## src/rtl/seg7_scan_decoder.sv

```systemverilog
// -----------------------------------------------------------------------------
// seg7_scan_decoder
//
// Recovers hex digits from a multiplexed, active-high 7-segment display bus.
// This is the inverse of the BCD-to-7-segment decoder. It watches the segment
// lines and the one-hot digit enables that a digit scanner drives. A digit is
// accepted only after its {enable, pattern} pair has been stable for a
// programmable dwell. Each accepted pattern is mapped back to a 4-bit code and
// stored in that digit's slot. Once every digit has been seen, the slots are
// published as one frame.
//
// Parameters
//   DIGITS        number of multiplexed digits (1..8)
//   STABLE_CYCLES consecutive matching samples needed before accepting (>=1)
//
// Ports
//   clk          system clock, rising edge
//   rst_n        asynchronous active-low reset
//   seg_in       segment lines, bit6=a .. bit0=g, 1 = lit
//   dig_en       digit selects, active high, expected one-hot
//   value_out    last completed frame, digit i at [4i+3:4i]
//   digit_valid  bit i = last accepted pattern for digit i was legal
//   frame_valid  every digit of the last completed frame was legal
//   frame_strobe one-cycle pulse when value_out is updated
//   err_pattern  one-cycle pulse when an accepted pattern is not in the table
// -----------------------------------------------------------------------------
module seg7_scan_decoder #(
  parameter int DIGITS        = 4,
  parameter int STABLE_CYCLES = 4
) (
  input  logic                clk,
  input  logic                rst_n,
  input  logic [6:0]          seg_in,
  input  logic [DIGITS-1:0]   dig_en,
  output logic [4*DIGITS-1:0] value_out,
  output logic [DIGITS-1:0]   digit_valid,
  output logic                frame_valid,
  output logic                frame_strobe,
  output logic                err_pattern
);

  localparam int            CW         = $clog2(STABLE_CYCLES + 1);
  localparam logic [CW-1:0] CNT_MAX    = CW'(STABLE_CYCLES);
  localparam logic [CW-1:0] CNT_ACCEPT = CW'(STABLE_CYCLES - 1);

  // Two-deep sample pipeline: the _q stage is compared against the _p stage.
  logic [6:0]          seg_q;
  logic [6:0]          seg_p;
  logic [DIGITS-1:0]   dig_q;
  logic [DIGITS-1:0]   dig_p;
  logic [CW-1:0]       cnt;

  // Per-digit working slots and the set of digits seen in the current frame.
  logic [4*DIGITS-1:0] slots;
  logic [DIGITS-1:0]   mask;

  logic                match;
  logic                one_hot;
  logic                accept;
  logic [3:0]          code;
  logic                legal;
  logic [4*DIGITS-1:0] next_slots;
  logic [DIGITS-1:0]   next_valid;
  logic                revisit;
  logic                completes;

  // The pins are registered twice with no further synchronisation. The
  // stability counter restarts whenever the two stages disagree. It saturates
  // one step past the accept value, so each dwell is accepted at most once.
  always_ff @(posedge clk or negedge rst_n) begin
    if (!rst_n) begin
      seg_q <= '0;
      seg_p <= '0;
      dig_q <= '0;
      dig_p <= '0;
      cnt   <= '0;
    end else begin
      seg_q <= seg_in;
      seg_p <= seg_q;
      dig_q <= dig_en;
      dig_p <= dig_q;
      if (!match) begin
        cnt <= '0;
      end else if (cnt != CNT_MAX) begin
        cnt <= cnt + CW'(1);
      end
    end
  end

  // A dwell is accepted only when exactly one digit is selected. When no
  // digit is selected, or several are, the counter keeps running but nothing
  // is taken.
  always_comb begin
    match   = (dig_q == dig_p) && (seg_q == seg_p);
    one_hot = (dig_q != '0) && ((dig_q & (dig_q - DIGITS'(1))) == '0);
    accept  = match && (cnt == CNT_ACCEPT) && one_hot;
  end

  // Reverse segment table. Any pattern that is not listed is illegal.
  always_comb begin
    code  = 4'h0;
    legal = 1'b1;
    case (seg_q)
      7'b1111110: code = 4'h0;
      7'b0110000: code = 4'h1;
      7'b1101101: code = 4'h2;
      7'b1111001: code = 4'h3;
      7'b0110011: code = 4'h4;
      7'b1011011: code = 4'h5;
      7'b1011111: code = 4'h6;
      7'b1110000: code = 4'h7;
      7'b1111111: code = 4'h8;
      7'b1111011: code = 4'h9;
      7'b0001101: code = 4'hA;
      7'b0011001: code = 4'hB;
      7'b0100011: code = 4'hC;
      7'b1001011: code = 4'hD;
      7'b0001111: code = 4'hE;
      7'b0000000: code = 4'hF;
      default: begin
        code  = 4'h0;
        legal = 1'b0;
      end
    endcase
  end

  // This is the slot and valid view with the current sample merged in. A
  // completing accept publishes this merged view, so the newest nibble lands
  // in value_out on the same edge.
  always_comb begin
    next_slots = slots;
    next_valid = digit_valid;
    for (int i = 0; i < DIGITS; i++) begin
      if (dig_q[i]) begin
        next_slots[4*i +: 4] = legal ? code : 4'h0;
        next_valid[i]        = legal;
      end
    end
    revisit   = (mask & dig_q) != '0;
    completes = !revisit && ((mask | dig_q) == {DIGITS{1'b1}});
  end

  // Frame assembly. If a digit is seen twice before the frame completes, the
  // scan is assumed to have restarted. The frame then begins again from that
  // digit. Both pulses clear on the following edge.
  always_ff @(posedge clk or negedge rst_n) begin
    if (!rst_n) begin
      slots        <= '0;
      mask         <= '0;
      value_out    <= '0;
      digit_valid  <= '0;
      frame_valid  <= 1'b0;
      frame_strobe <= 1'b0;
      err_pattern  <= 1'b0;
    end else begin
      frame_strobe <= 1'b0;
      err_pattern  <= 1'b0;
      if (accept) begin
        slots       <= next_slots;
        digit_valid <= next_valid;
        err_pattern <= !legal;
        if (revisit) begin
          mask <= dig_q;
        end else if (completes) begin
          value_out    <= next_slots;
          frame_valid  <= &next_valid;
          frame_strobe <= 1'b1;
          mask         <= '0;
        end else begin
          mask <= mask | dig_q;
        end
      end
    end
  end

endmodule

```

## config.mk

```make
export PLATFORM = sky130hd
export DESIGN_NAME = seg7_scan_decoder
export DESIGN_NICKNAME = d
export VERILOG_FILES = /design/src/rtl/seg7_scan_decoder.sv
export SDC_FILE = /design/constraint.sdc
export NUM_CORES = 1
export LEC_CHECK = 0
export ABC_CLOCK_PERIOD_IN_PS = 4100
export BUFFER_PORTS_ARGS = -buffer_cell sky130_fd_sc_hd__clkbuf_2
export CORE_MARGIN = 5
export CORE_UTILIZATION = 63
export DETAILED_ROUTE_END_ITERATION = 10
export PLACE_DENSITY_LB_ADDON = 0.08
export SYNTH_ARGS = -nofsm -noshare
export SYNTH_HDL_FRONTEND = slang
export SYNTH_SLANG_ARGS = --single-unit
```

## constraint.sdc

```tcl
create_clock -name clk -period 4.1 [get_ports clk]
set_clock_uncertainty 0.1 [all_clocks]
set_input_delay 1.025 -clock clk [delete_from_list [all_inputs] [get_ports clk]]
set_output_delay 1.025 -clock clk [all_outputs]
set_load 0.02 [all_outputs]
```

==> results of run 1 <==
[layout make-up]
class                      count  area [µm²]
clock inverter                 2        35.0
multi-input combinational    178        1480
sequential                    68        1700
tap                           70        87.6
inverter                       6        22.5
clock buffer                  13         149
fill                         377        1450
timing repair buffer          36         183
[power by group through the flow]
| stage | sequential (mW) | combinational, mW | clock, mW |
|---|---|---|---|
| after floorplan | 0.700 | 0.0665 | 0 |
| after global placement | 0.723 | 0.0717 | 0 |
| after detailed placement | 0.724 | 0.0730 | 0 |
| after CTS | 0.711 | 0.0735 | 0.542 |
| after global routing | 0.714 | 0.0818 | 0.573 |
| final | 0.712 | 0.0724 | 0.530 |
[cells in the final DEF, fill, tap and decap left out, types with 4 or more instances in the layout]
master	count
clkbuf_2	34
nor3_1	4
nand4_1	6
nand2_1	10
clkbuf_8	10
nand3_1	11
inv_1	6
xnor2_1	15
nor2_1	13
nor3b_1	4
dfrtp_1	68
mux2_4	10
a41oi_1	5
a21oi_1	9
mux2_2	33
[synthesized netlist by cell type, drive strengths merged (3+ instances only)]
master	number	share of area, %
nor3b	4	0.91
nand3	12	2.2
nor3	5	1.1
nand2	10	1.1
a41oi	5	1.3
a21oi	9	1.4
mux2	45	16
nor4	3	0.57
nor2	13	1.5
inv	6	0.68
a31oi	3	0.57
xnor2	15	4.0
buf	14	2.4
ha	3	1.1
clkbuf	6	0.68
a32o	3	0.91
nand4	6	1.1
dfrtp	68	52
[kinds of logic (layout without fill, tap and decap cells)]
family,count (synthesis),in the layout,share of synthesized area (%)
compound gates,44,44,10.2
xor+xnor,17,17,4.51
fa+ha+maj,3,3,1.14
buf+inv,26,57,3.75
flops,68,68,51.5
mux,45,45,16.5
simple gates,69,69,12.4
[registers in the layout, indices dropped and copies added, names as in the netlist]
signal and count:
cnt 3, dig_p 4, dig_q 4, digit_valid 4, err_pattern 1, frame_strobe 1
frame_valid 1, mask 4, seg_p 7, seg_q 7, slots 16, value_out 16
[through the flow]
step | std cells | util [%] | instance area [µm²]
2_1_floorplan | 272 | - | 3300
3_3_place_gp | 358 | 68.0 | 3470
3_5_place_dp | 358 | 68.0 | 3470
4_1_cts | 373 | 71.6 | 3650
5_1_grt | 373 | 71.6 | 3650
6_report | 373 | 71.6 | 3650
[layer usage]
| metal | up-vias | part of all wire (%) | global-route usage (%) |
|---|---|---|---|
| met2 | 51 | 47 | 31.1 |
| met1 | 1075 | 45 | 30.3 |
| met4 | 0 | 2.4 | 12.0 |
| met5 | - | 0 | 0 |
| li1 | 1047 | - | - |
| met3 | 19 | 5.3 | 5.53 |
[worst max-delay path by stage]
stage | from | to | cells after the start
floorplan | dig_q[2] | value_out[10] | 7
global placement | dig_q[2] | value_out[1] | 5
detailed placement | dig_q[2] | value_out[1] | 5
CTS | dig_q[2] | value_out[1] | 5
global route | dig_q[2] | value_out[1] | 5
finish | dig_q[2] | value_out[1] | 5
==> impl_results.rst, run 1 <==
.. list-table::
   :header-rows: 1

   * - Metric
     - Value
   * - P per Cell Area
     - 359 mW/mm²
   * - Wire length per cell
     - 17.4 µm
   * - Run status
     - finished, final reports clean
   * - Max Root-Sink Buffers
     - 2
   * - Remaining global-route overflow
     - 0
   * - Placeable core region
     - 0.00511 mm²
   * - Net switching power figure
     - 0.305 mW
   * - Relative contribution of the clock network to total power
     - 40.3%
   * - GRT Resource Usage Total
     - 21.8%
   * - Worst hold path class
     - reg -> reg
   * - Share of post-route cells with drive strength above 1
     - 32.0%
   * - DRT iter0 DRCs
     - 150
   * - Maximum operating frequency
     - 373 MHz
   * - Total of cells resized after clock tree synthesis
     - 0
   * - Final count of pins violating max slew
     - 0
   * - Max Cap Violations
     - 0
   * - Final Hold Viols
     - 0
   * - Slowest-stage cell, CP
     - dfrtp_1
   * - Slew Limit Headroom
     - 47.2%
   * - Vias post-DR
     - 2192
   * - Input/output buffers
     - 35
   * - Worst slack, placed
     - 1440 ps
   * - Total length of routed wires
     - 6500 µm
   * - Hold buffers post-CTS
     - 0
   * - Gpl congestion
     - 0.822
   * - Crit path max fanout
     - 18
   * - Starting utilization of the core area
     - 64.6%
   * - Slew at the pin closest to its max-slew limit
     - 793 ps
   * - Kind of critical path
     - reg -> reg
   * - CTS root buffer
     - clkbuf_8
   * - DRC violations left
     - 0
   * - Synth warn
     - 0
   * - Clock network latency to the later pin of the worst-skew pair
     - 350 ps
   * - Hold EP
     - frame_valid
   * - Length in cells of the worst reg-to-reg path
     - 5
   * - ANT cells
     - 0
   * - CTS HTree Levels
     - 3
   * - Combinational cell fraction of total power
     - 5.5%
   * - Crit. End Element
     - flop
   * - Row count
     - 26
   * - Leakage power
     - 1.76 nW
   * - Average instance area after synthesis
     - 12.1 µm²
   * - Portion of the post-synthesis area used by sequential elements
     - 51.5%
   * - Crit path cell chain
     - xnor2_1 -> nand4_1 -> nor3_4 -> nand3_4 -> mux2_1
   * - Number of clock sinks seen by CTS
     - 68
   * - TritonRoute pass-1 iters
     - 4
   * - Die Y
     - 82.4 µm
   * - Main synth FF type
     - dfrtp_1
   * - Reg clk slew, reported paths
     - 70 ps
   * - Wire length of the first global-routing pass
     - 10700 µm
   * - Die Outline Area
     - 0.00679 mm²
   * - Final Hold Slack
     - 403 ps
   * - Sequential fraction of design power
     - 54.2%
   * - Total power
     - 1.31 mW
   * - Number of nets in the layout
     - 315
   * - R2r endpoint
     - value_out[1]
   * - Portion of the clock cycle consumed by the worst path in the final layout
     - 65.5%
   * - Number of cells on the worst hold path
     - 1
   * - Final setup violation count
     - 0
   * - Final Worst Setup Slack
     - 1420 ps
   * - Launch point of the worst hold path
     - frame_valid
   * - Shortest clock period the worst path allows after layout
     - 2680 ps
   * - Ports placed on the boundary
     - 36
   * - Post-route ant nets
     - 0
   * - Switching power share of the total
     - 23.2%
   * - Setup repair after global routing missed its margin
     - false
   * - Worst r2r src
     - dig_q[2]
   * - TritonCTS clock tree
     - done
   * - Vias per cell
     - 5.88
   * - HPWL Detailed
     - 4410 µm
   * - Startpoint type of the worst setup path
     - flop
   * - Combined area of all synthesized cells
     - 0.00330 mm²
   * - Buffering stage count on the worst path with inverters included
     - 0
   * - Buffer count from post-CTS setup fixing
     - 0
   * - Die X
     - 82.4 µm
   * - Data arrival time of the worst path
     - 2810 ps
   * - Gate count of the mapped netlist
     - 272
   * - Area growth from synthesis to layout
     - 10.7%
   * - Slowest Stage Delay on Critical Path
     - 760 ps
   * - Post-synthesis cell type count
     - 55
   * - Maximum number of pins on one net before global-route repair
     - 47
   * - Cell family contributing the most delay on the critical path
     - simple AND/OR/NAND/NOR gates
   * - Peak supply drop
     - 0.253 mV
   * - TNS Setup
     - 0 ps
   * - Via count of the first global-routing pass
     - 2170
   * - Syn Nets
     - 288
   * - Post-synthesis register bit count
     - 68
   * - Antenna violations before repair
     - 0
   * - Number of buffers added by the clock tree synthesis step
     - 9
   * - Share of flip-flops with an asynchronous set or reset
     - 100%
   * - Count of flip-flops with a built-in enable after synthesis
     - 0
   * - Worst Path Required
     - 4230 ps
   * - Internal power
     - 1.01 mW
   * - Setup slack of the worst register-to-register path
     - 1420 ps
No activity file was read; power rests on OpenSTA's default activity.
==> run 2, diff against run 1 <==
--- a/config.mk
+++ b/config.mk
@@ -5,10 +5,11 @@
 export SDC_FILE = /design/constraint.sdc
 export NUM_CORES = 1
 export LEC_CHECK = 0
-export ABC_CLOCK_PERIOD_IN_PS = 4100
+export ABC_AREA = 1
+export ABC_CLOCK_PERIOD_IN_PS = 2300
 export BUFFER_PORTS_ARGS = -buffer_cell sky130_fd_sc_hd__clkbuf_2
 export CORE_MARGIN = 5
-export CORE_UTILIZATION = 63
+export CORE_UTILIZATION = 52
 export DETAILED_ROUTE_END_ITERATION = 10
 export PLACE_DENSITY_LB_ADDON = 0.08
 export SYNTH_ARGS = -nofsm -noshare
==> constraint.sdc (replaced) <==
create_clock -name clk -period 2.3 [get_ports clk]
set_clock_uncertainty 0.1 [all_clocks]
set_input_delay 0.575 -clock clk [delete_from_list [all_inputs] [get_ports clk]]
set_output_delay 0.575 -clock clk [all_outputs]
set_load 0.02 [all_outputs]
==> impl_results.rst, run 2 <==
.. list-table::
   :header-rows: 1

   * - Metric
     - Value
   * - Portion of the clock cycle consumed by the worst path in the final layout
     - 89.2% (was 65.5%)
   * - Top cells by area in the synthesized netlist
     - dfrtp_1, nand2_1, nor2_1 (was dfrtp_1, mux2_2, mux2_4)
   * - Die Y
     - 89.5 µm (was 82.4 µm)
   * - Shortest clock period the worst path allows after layout
     - 2050 ps (was 2680 ps)
   * - ANT cells
     - 0 (unchanged)
   * - Simple-gate share of the synthesized area
     - 29.2% (was 12.4%)
   * - GRT Resource Usage Total
     - 19.7% (was 21.8%)
   * - Antenna violations before repair
     - 0 (unchanged)
   * - Gate count of the mapped netlist
     - 400 (was 272)
   * - Leakage power
     - 2.06 nW (was 1.76 nW)
   * - TNS Setup
     - 0 ps (unchanged)
   * - Yosys top cell by area
     - dfrtp_1 (unchanged)
   * - Met3 Resource Use GR
     - 3.69% (was 5.53%)
   * - Leading cell type by number of instances after synthesis
     - nand2_1 (was dfrtp_1)
   * - Post-synthesis register bit count
     - 68 (unchanged)
   * - Global Route met2 Usage
     - 31.0% (was 31.1%)
   * - Placeable core region
     - 0.00624 mm² (was 0.00511 mm²)
   * - Post-Synth Adder-Cell Area
     - 1.14% (about the same)
   * - Final standard cell utilization of the core
     - 60.3% (was 71.6%)
   * - Largest registers
     - slots: 16 flops, value_out: 16 flops (unchanged)
   * - Die X
     - 89.5 µm (was 82.4 µm)
   * - TritonRoute pass-1 iters
     - 5 (was 4)
   * - Slew Limit Headroom
     - 66.5% (was 47.2%)
   * - Commonest cells after routing, fill and taps aside
     - nand2_1, dfrtp_1, nor2_1, clkbuf_2, inv_1 (was dfrtp_1, clkbuf_2, mux2_2, xnor2_1, nor2_1)
   * - Row count
     - 29 (was 26)
   * - Post-synthesis cell type count
     - 36 (was 55)
   * - Dominant combinational cell family by area after synthesis
     - simple AND/OR/NAND/NOR gates (was multiplexers)
   * - Average instance area after synthesis
     - 8.22 µm² (was 12.1 µm²)
   * - Buffer count from post-CTS setup fixing
     - 0 (unchanged)
   * - Maximum number of pins on one net before global-route repair
     - 32 (was 47)
   * - Count of flip-flops with a built-in enable after synthesis
     - 0 (unchanged)
   * - Final setup violation count
     - 0 (unchanged)
   * - Buffering stage count on the worst path with inverters included
     - 0 (unchanged)
   * - Main synth FF type
     - dfrtp_1 (unchanged)
   * - Total length of routed wires
     - 6890 µm (was 6500 µm)
   * - Remaining global-route overflow
     - 0 (unchanged)
   * - Combined area of all synthesized cells
     - 0.00329 mm² (was 0.00330 mm²)
   * - Hold buffers post-CTS
     - 0 (unchanged)
   * - Area after detailed placement
     - 0.00353 mm² (was 0.00347 mm²)
   * - Input/output buffers
     - 35 (unchanged)
   * - Cell family contributing the most delay on the critical path
     - simple AND/OR/NAND/NOR gates (unchanged)
   * - Peak supply drop
     - 0.503 mV (was 0.253 mV)
   * - Number of buffers added by the clock tree synthesis step
     - 9 (unchanged)
   * - CTS HTree Levels
     - 3 (unchanged)
   * - Maximum operating frequency
     - 487 MHz (was 373 MHz)
   * - Layer with the highest usage
     - met2 (unchanged)
   * - Vias post-DR
     - 2587 (was 2192)
   * - Wire length of the first global-routing pass
     - 11900 µm (was 10700 µm)
   * - Starting utilization of the core area
     - 52.7% (was 64.6%)
   * - Gpl congestion
     - 0.903 (was 0.822)
   * - Post-route ant nets
     - 0 (unchanged)
   * - Max Cap Violations
     - 0 (unchanged)
   * - Via count of the first global-routing pass
     - 2531 (was 2170)
   * - Ports placed on the boundary
     - 36 (unchanged)
   * - Crit path cell chain
     - nand2_1 -> nand2_1 -> a21oi_2 -> o21ai_2 -> nor2_8 -> nand4_4 -> nor2_1 -> nand3_1 -> nand2_1 (was xnor2_1 -> nand4_1 -> nor3_4 -> nand3_4 -> mux2_1)
   * - Grt met1 use
     - 26.7% (was 30.3%)
   * - Area growth from synthesis to layout
     - 14.6% (was 10.7%)
   * - Kind of critical path
     - reg -> reg (unchanged)
   * - DRT iter0 DRCs
     - 119 (was 150)
   * - Syn Nets
     - 416 (was 288)
   * - Share of flip-flops with an asynchronous set or reset
     - 100% (unchanged)
   * - Portion of the post-synthesis area used by sequential elements
     - 51.8% (was 51.5%)
   * - Number of placed instances, taps included
     - 508 (was 358)
   * - Synth warn
     - 0 (unchanged)
   * - Final Hold Viols
     - 0 (unchanged)
   * - Run status
     - finished, final reports clean (unchanged)
   * - Worst hold path class
     - in -> async (was reg -> reg)
   * - Slowest-stage cell, CP
     - dfrtp_1 (unchanged)
   * - Share of post-route cells with drive strength above 1
     - 18.1% (was 32.0%)
   * - Reg clk slew, reported paths
     - 80 ps (was 70 ps)
   * - Slew at the pin closest to its max-slew limit
     - 500 ps (was 793 ps)
   * - Number of fill cells
     - 580 (was 377)
   * - Number of nets in the layout
     - 458 (was 315)
   * - TritonCTS clock tree
     - done (unchanged)
   * - Top cell by count, worst path
     - nand2_1
   * - Clock network latency to the later pin of the worst-skew pair
     - 340 ps (was 350 ps)
   * - Max Root-Sink Buffers
     - 2 (unchanged)
   * - Number of clock sinks seen by CTS
     - 68 (unchanged)
   * - Post-Synth XOR/XNOR Area
     - 2.13% (was 4.51%)
   * - Data arrival time of the worst path
     - 2230 ps (was 2810 ps)
   * - Multiplexer share of the synthesized area
     - 0.609% (was 16.5%)
   * - Setup repair after global routing missed its margin
     - false (unchanged)
   * - Crit. End Element
     - flop (unchanged)
   * - Vias per cell
     - 4.94 (was 5.88)
   * - DRC violations left
     - 0 (unchanged)
   * - Count of placed standard cells in the final layout, fillers left out
     - 524 (was 373)
   * - Die Outline Area
     - 0.00801 mm² (was 0.00679 mm²)
   * - Total of cells resized after clock tree synthesis
     - 0 (unchanged)
   * - Fraction of the mapped netlist area in compound gates
     - 8.07% (was 10.2%)
   * - Design area
     - 0.00377 mm² (was 0.00365 mm²)
   * - Commonest cells in the netlist
     - nand2_1, dfrtp_1, nor2_1 (was dfrtp_1, mux2_2, xnor2_1)
   * - CTS root buffer
     - clkbuf_8 (unchanged)
   * - HPWL Detailed
     - 5170 µm (was 4410 µm)
   * - Area share of the largest cell type after synthesis
     - 51.8% (was 51.5%)
   * - Slowest Stage Delay on Critical Path
     - 560 ps (was 760 ps)
   * - Startpoint type of the worst setup path
     - flop (unchanged)
   * - Most common cell after layout, fill and taps aside
     - nand2_1 (was dfrtp_1)
   * - Crit path max fanout
     - 18 (unchanged)
   * - Final Worst Setup Slack
     - 248 ps (was 1420 ps)
   * - Worst slack, placed
     - 253 ps (was 1440 ps)
   * - Wire length per cell
     - 13.2 µm (was 17.4 µm)
   * - Final count of pins violating max slew
     - 0 (unchanged)
   * - P per Cell Area
     - 669 mW/mm² (was 359 mW/mm²)
   * - Worst Path Required
     - 2480 ps (was 4230 ps)
-- run 2: layout make-up --
cell class                 count  area, µm²  share of cell area [%]
inverter                      38        148                    3.92
clock inverter                 5       82.6                    2.19
tap                           77       96.3                    2.56
multi-input combinational    284       1350                    35.9
sequential                    68       1700                    45.2
timing repair buffer          41        233                    6.18
clock buffer                  11        151                    4.02
-- run 2: kinds of logic after synthesis --
family                   after synthesis
multiplexers                           2
flip-flops                            68
buffers and inverters                 48
adder cells (fa/ha/maj)                3
XOR/XNOR                               8
AND/OR/NAND/NOR                      222
AO/OA/AOI/OAI                         49
-- run 2: worst paths after layout --
| check | start | end | slack [ps] | cells past startpoint |
|---|---|---|---|---|
| worst max-delay path | dig_q[2] | frame_valid | 250 | 9 |
| worst min-delay path | rst_n | slots[3] | 90 | 1 |
| worst max register to register | dig_q[2] | frame_valid | 250 | 9 |
| worst min register to register | slots[1] | slots[1] | 380 | 2 |
| max in group asynchronous | rst_n | value_out[1] | 1380 | 2 |
| min in group clk | seg_in[5] | seg_q[5] | 230 | 1 |
-- run 2: power breakdown --
group | total [mW] | switching [mW] | internal, mW | leakage (nW)
logic | 0.143 | 0.0937 | 0.0495 | 1.04
registers | 1.24 | 0.0279 | 1.21 | 0.899
clock network | 1.13 | 0.461 | 0.674 | 0.120
-- run 2: stage by stage --
stage | hold WS (ps) | power, mW
2_1_floorplan | 179 | 1.35
3_3_place_gp | 364 | 1.41
3_5_place_dp | 366 | 1.41
4_1_cts | 80.2 | 2.55
5_1_grt | 105 | 2.63
6_report | 85.1 | 2.52
-- run 2: metal layers --
layer / vias to the layer above / share of wire, %
li1: 1349 / -
met1: 1196 / 47
met2: 34 / 48
met3: 8 / 2.7
met4: 0 / 1.5
met5: - / 0
==> run 3, diff against run 2 <==
--- a/config.mk
+++ b/config.mk
@@ -12,6 +12,7 @@
 export CORE_UTILIZATION = 52
 export DETAILED_ROUTE_END_ITERATION = 10
 export PLACE_DENSITY_LB_ADDON = 0.08
+export RECOVER_POWER = 100
 export SYNTH_ARGS = -nofsm -noshare
 export SYNTH_HDL_FRONTEND = slang
 export SYNTH_SLANG_ARGS = --single-unit
==> impl_results.rst, run 3 (synthesis results as in run 2) <==
.. list-table::
   :header-rows: 1

   * - Metric
     - Value
   * - Run status
     - finished, final reports clean (unchanged)
   * - Buffer count from post-CTS setup fixing
     - 0 (unchanged)
   * - Number of buffers added by the clock tree synthesis step
     - 9 (unchanged)
   * - Setup repair after global routing missed its margin
     - false (unchanged)
   * - Portion of the clock cycle consumed by the worst path in the final layout
     - 89.0% (was 89.2%)
   * - Largest registers
     - slots: 16 flops, value_out: 16 flops (unchanged)
   * - Gpl congestion
     - 0.903 (unchanged)
   * - Crit path max fanout
     - 16 (was 18)
   * - Die Outline Area
     - 0.00801 mm² (unchanged)
   * - Most common cell after layout, fill and taps aside
     - nand2_1 (unchanged)
   * - Shortest clock period the worst path allows after layout
     - 2050 ps (about the same)
   * - Switching power share of the total
     - 23.0% (was 23.1%)
   * - Total power
     - 2.51 mW (was 2.52 mW)
   * - ANT cells
     - 0 (unchanged)
   * - Die X
     - 89.5 µm (unchanged)
   * - Reg clk slew, reported paths
     - 80 ps (about the same)
   * - Ports placed on the boundary
     - 36 (unchanged)
   * - Via count of the first global-routing pass
     - 2531 (unchanged)
   * - Slew at the pin closest to its max-slew limit
     - 1020 ps (was 500 ps)
   * - Area taken by flip-flops and latches
     - 0.00170 mm² (unchanged)
   * - Number of clock sinks seen by CTS
     - 68 (unchanged)
   * - Clock network latency to the later pin of the worst-skew pair
     - 340 ps (about the same)
   * - Length in cells of the worst reg-to-reg path
     - 12 (was 9)
   * - Final count of pins violating max slew
     - 0 (unchanged)
   * - Crit. End Element
     - flop (unchanged)
   * - Slew Limit Headroom
     - 32.1% (was 66.5%)
   * - Placeable core region
     - 0.00624 mm² (unchanged)
   * - Global Route met2 Usage
     - 31.0% (unchanged)
   * - Final Worst Setup Slack
     - 252 ps (was 248 ps)
   * - HPWL Detailed
     - 5170 µm (unchanged)
   * - Commonest cells after routing, fill and taps aside
     - nand2_1, dfrtp_1, nor2_1, inv_1, o21ai_0 (was nand2_1, dfrtp_1, nor2_1, clkbuf_2, inv_1)
   * - Post-route ant nets
     - 0 (unchanged)
   * - CTS root buffer
     - clkbuf_8 (unchanged)
   * - TritonRoute pass-1 iters
     - 6 (was 5)
   * - Worst hold path class
     - in -> reg (was in -> async)
   * - Total of cells resized after clock tree synthesis
     - 0 (unchanged)
   * - Kind of critical path
     - reg -> reg (unchanged)
   * - Final Hold Slack
     - 235 ps (was 85.1 ps)
   * - Crit path from
     - dig_q[2] (unchanged)
   * - Grt met1 use
     - 26.7% (unchanged)
   * - Number of cells on the worst hold path
     - 1
   * - Final setup violation count
     - 0 (unchanged)
   * - Starting utilization of the core area
     - 52.7% (unchanged)
   * - Number of fill cells
     - 597 (was 580)
   * - CTS HTree Levels
     - 3 (unchanged)
   * - Layer with the highest usage
     - met2 (unchanged)
   * - Worst slack, placed
     - 253 ps (unchanged)
   * - Combinational cell fraction of total power
     - 5.5% (was 5.7%)
   * - Maximum operating frequency
     - 488 MHz (was 487 MHz)
   * - Sequential fraction of design power
     - 49.4% (was 49.3%)
   * - Max Cap Violations
     - 0 (unchanged)
   * - Wire length of the first global-routing pass
     - 11900 µm (unchanged)
   * - Number of nets in the layout
     - 458 (unchanged)
   * - Net switching power figure
     - 0.579 mW (was 0.582 mW)
   * - TNS Setup
     - 0 ps (unchanged)
   * - Internal power
     - 1.93 mW (was 1.94 mW)
   * - Vias per cell
     - 4.96 (was 4.94)
   * - Worst r2r src
     - dig_q[2] (unchanged)
   * - P per Cell Area
     - 677 mW/mm² (was 669 mW/mm²)
   * - Row count
     - 29 (unchanged)
   * - Input/output buffers
     - 35 (unchanged)
   * - Share of post-route cells with drive strength above 1
     - 12.3% (was 18.1%)
   * - Leakage power
     - 1.97 nW (was 2.06 nW)
   * - Maximum number of pins on one net before global-route repair
     - 32 (unchanged)
   * - Met3 Resource Use GR
     - 3.69% (unchanged)
   * - Vias post-DR
     - 2597 (was 2587)
   * - Antenna violations before repair
     - 0 (unchanged)
   * - Combined area of the multi-input logic cells
     - 0.00135 mm² (unchanged)
   * - DRC violations left
     - 0 (unchanged)
   * - Relative contribution of the clock network to total power
     - 45.1% (was 45.0%)
   * - Final Hold Viols
     - 0 (unchanged)
   * - Startpoint type of the worst setup path
     - flop (unchanged)
   * - DRT iter0 DRCs
     - 103 (was 119)
   * - Total length of routed wires
     - 6930 µm (was 6890 µm)
   * - Die Y
     - 89.5 µm (unchanged)
   * - Data arrival time of the worst path
     - 2220 ps (was 2230 ps)
   * - Hold buffers post-CTS
     - 0 (unchanged)
   * - Peak supply drop
     - 0.503 mV (about the same)
   * - GRT Resource Usage Total
     - 19.7% (unchanged)
   * - Max Root-Sink Buffers
     - 2 (unchanged)
   * - Wire length per cell
     - 13.2 µm (about the same)
   * - Worst Path Required
     - 2470 ps (was 2480 ps)
   * - TritonCTS clock tree
     - done (unchanged)
   * - Remaining global-route overflow
     - 0 (unchanged)
   * - Launch point of the worst hold path
     - seg_in[5]
   * - Area growth from synthesis to layout
     - 13.0% (was 14.6%)
## run 3: changes by cell type in the layout (fill, tap and decap cells not counted)
cell	previous run	this run
clkbuf_1	0	25
o21ai_1	20	7
clkbuf_2	34	13
o21ai_0	16	29
inv_2	5	4
buf_2	1	0
buf_4	5	3
inv_1	30	31
buf_12	1	0
## run 3: final timing paths
path,to,slack [ps]
setup reg to reg,value_out[1],250
max in group asynchronous,slots[1],500
hold reg to reg,slots[1],380
min in group asynchronous,slots[3],290
hold / removal,seg_q[5],230
setup / recovery,value_out[1],250
## run 3: area by class of cell
cell class,count,area share (%)
repair buffers,41,4.88
well taps,77,2.59
inverters,38,3.97
multi-input cells,284,36.4
clock buffers,11,4.08
flip-flops and latches,68,45.8
clock inverters,5,2.22
## run 3: critical path, cell delays in order, from the launching register on
cell and delay [ps]:
dfrtp_1 660, inv_2 110, nand2_1 80, nand2_1 60, nor3_2 100, nand2_1 100
nor2_4 170, nand2_2 80, clkinv_2 180, nand2_4 120, clkinv_2 130, nand2_1 60
nand2_1 60
## run 3: power groups by stage
stage / Combinational [mW] / Sequential, mW / Clock [mW]
global route: 0.160 / 1.25 / 1.22
CTS: 0.146 / 1.24 / 1.16
floorplan: 0.0906 / 1.26 / 0
finish: 0.138 / 1.24 / 1.13
global placement: 0.146 / 1.26 / 0
detailed placement: 0.145 / 1.27 / 0
## run 3: layer usage
layer / vias up / wire, µm
li1: 1349 / -
met1: 1209 / 3330
met2: 31 / 3310
met3: 8 / 187
met4: 0 / 103
met5: - / 0
## run 3: through the flow
stage               util, %  cells  area (µm²)
finish                 59.5    524        3710
detailed placement     56.6    508        3530
global route           59.5    524        3710
CTS                    60.3    524        3770
global placement       56.6    508        3530
floorplan                 -    400        3290
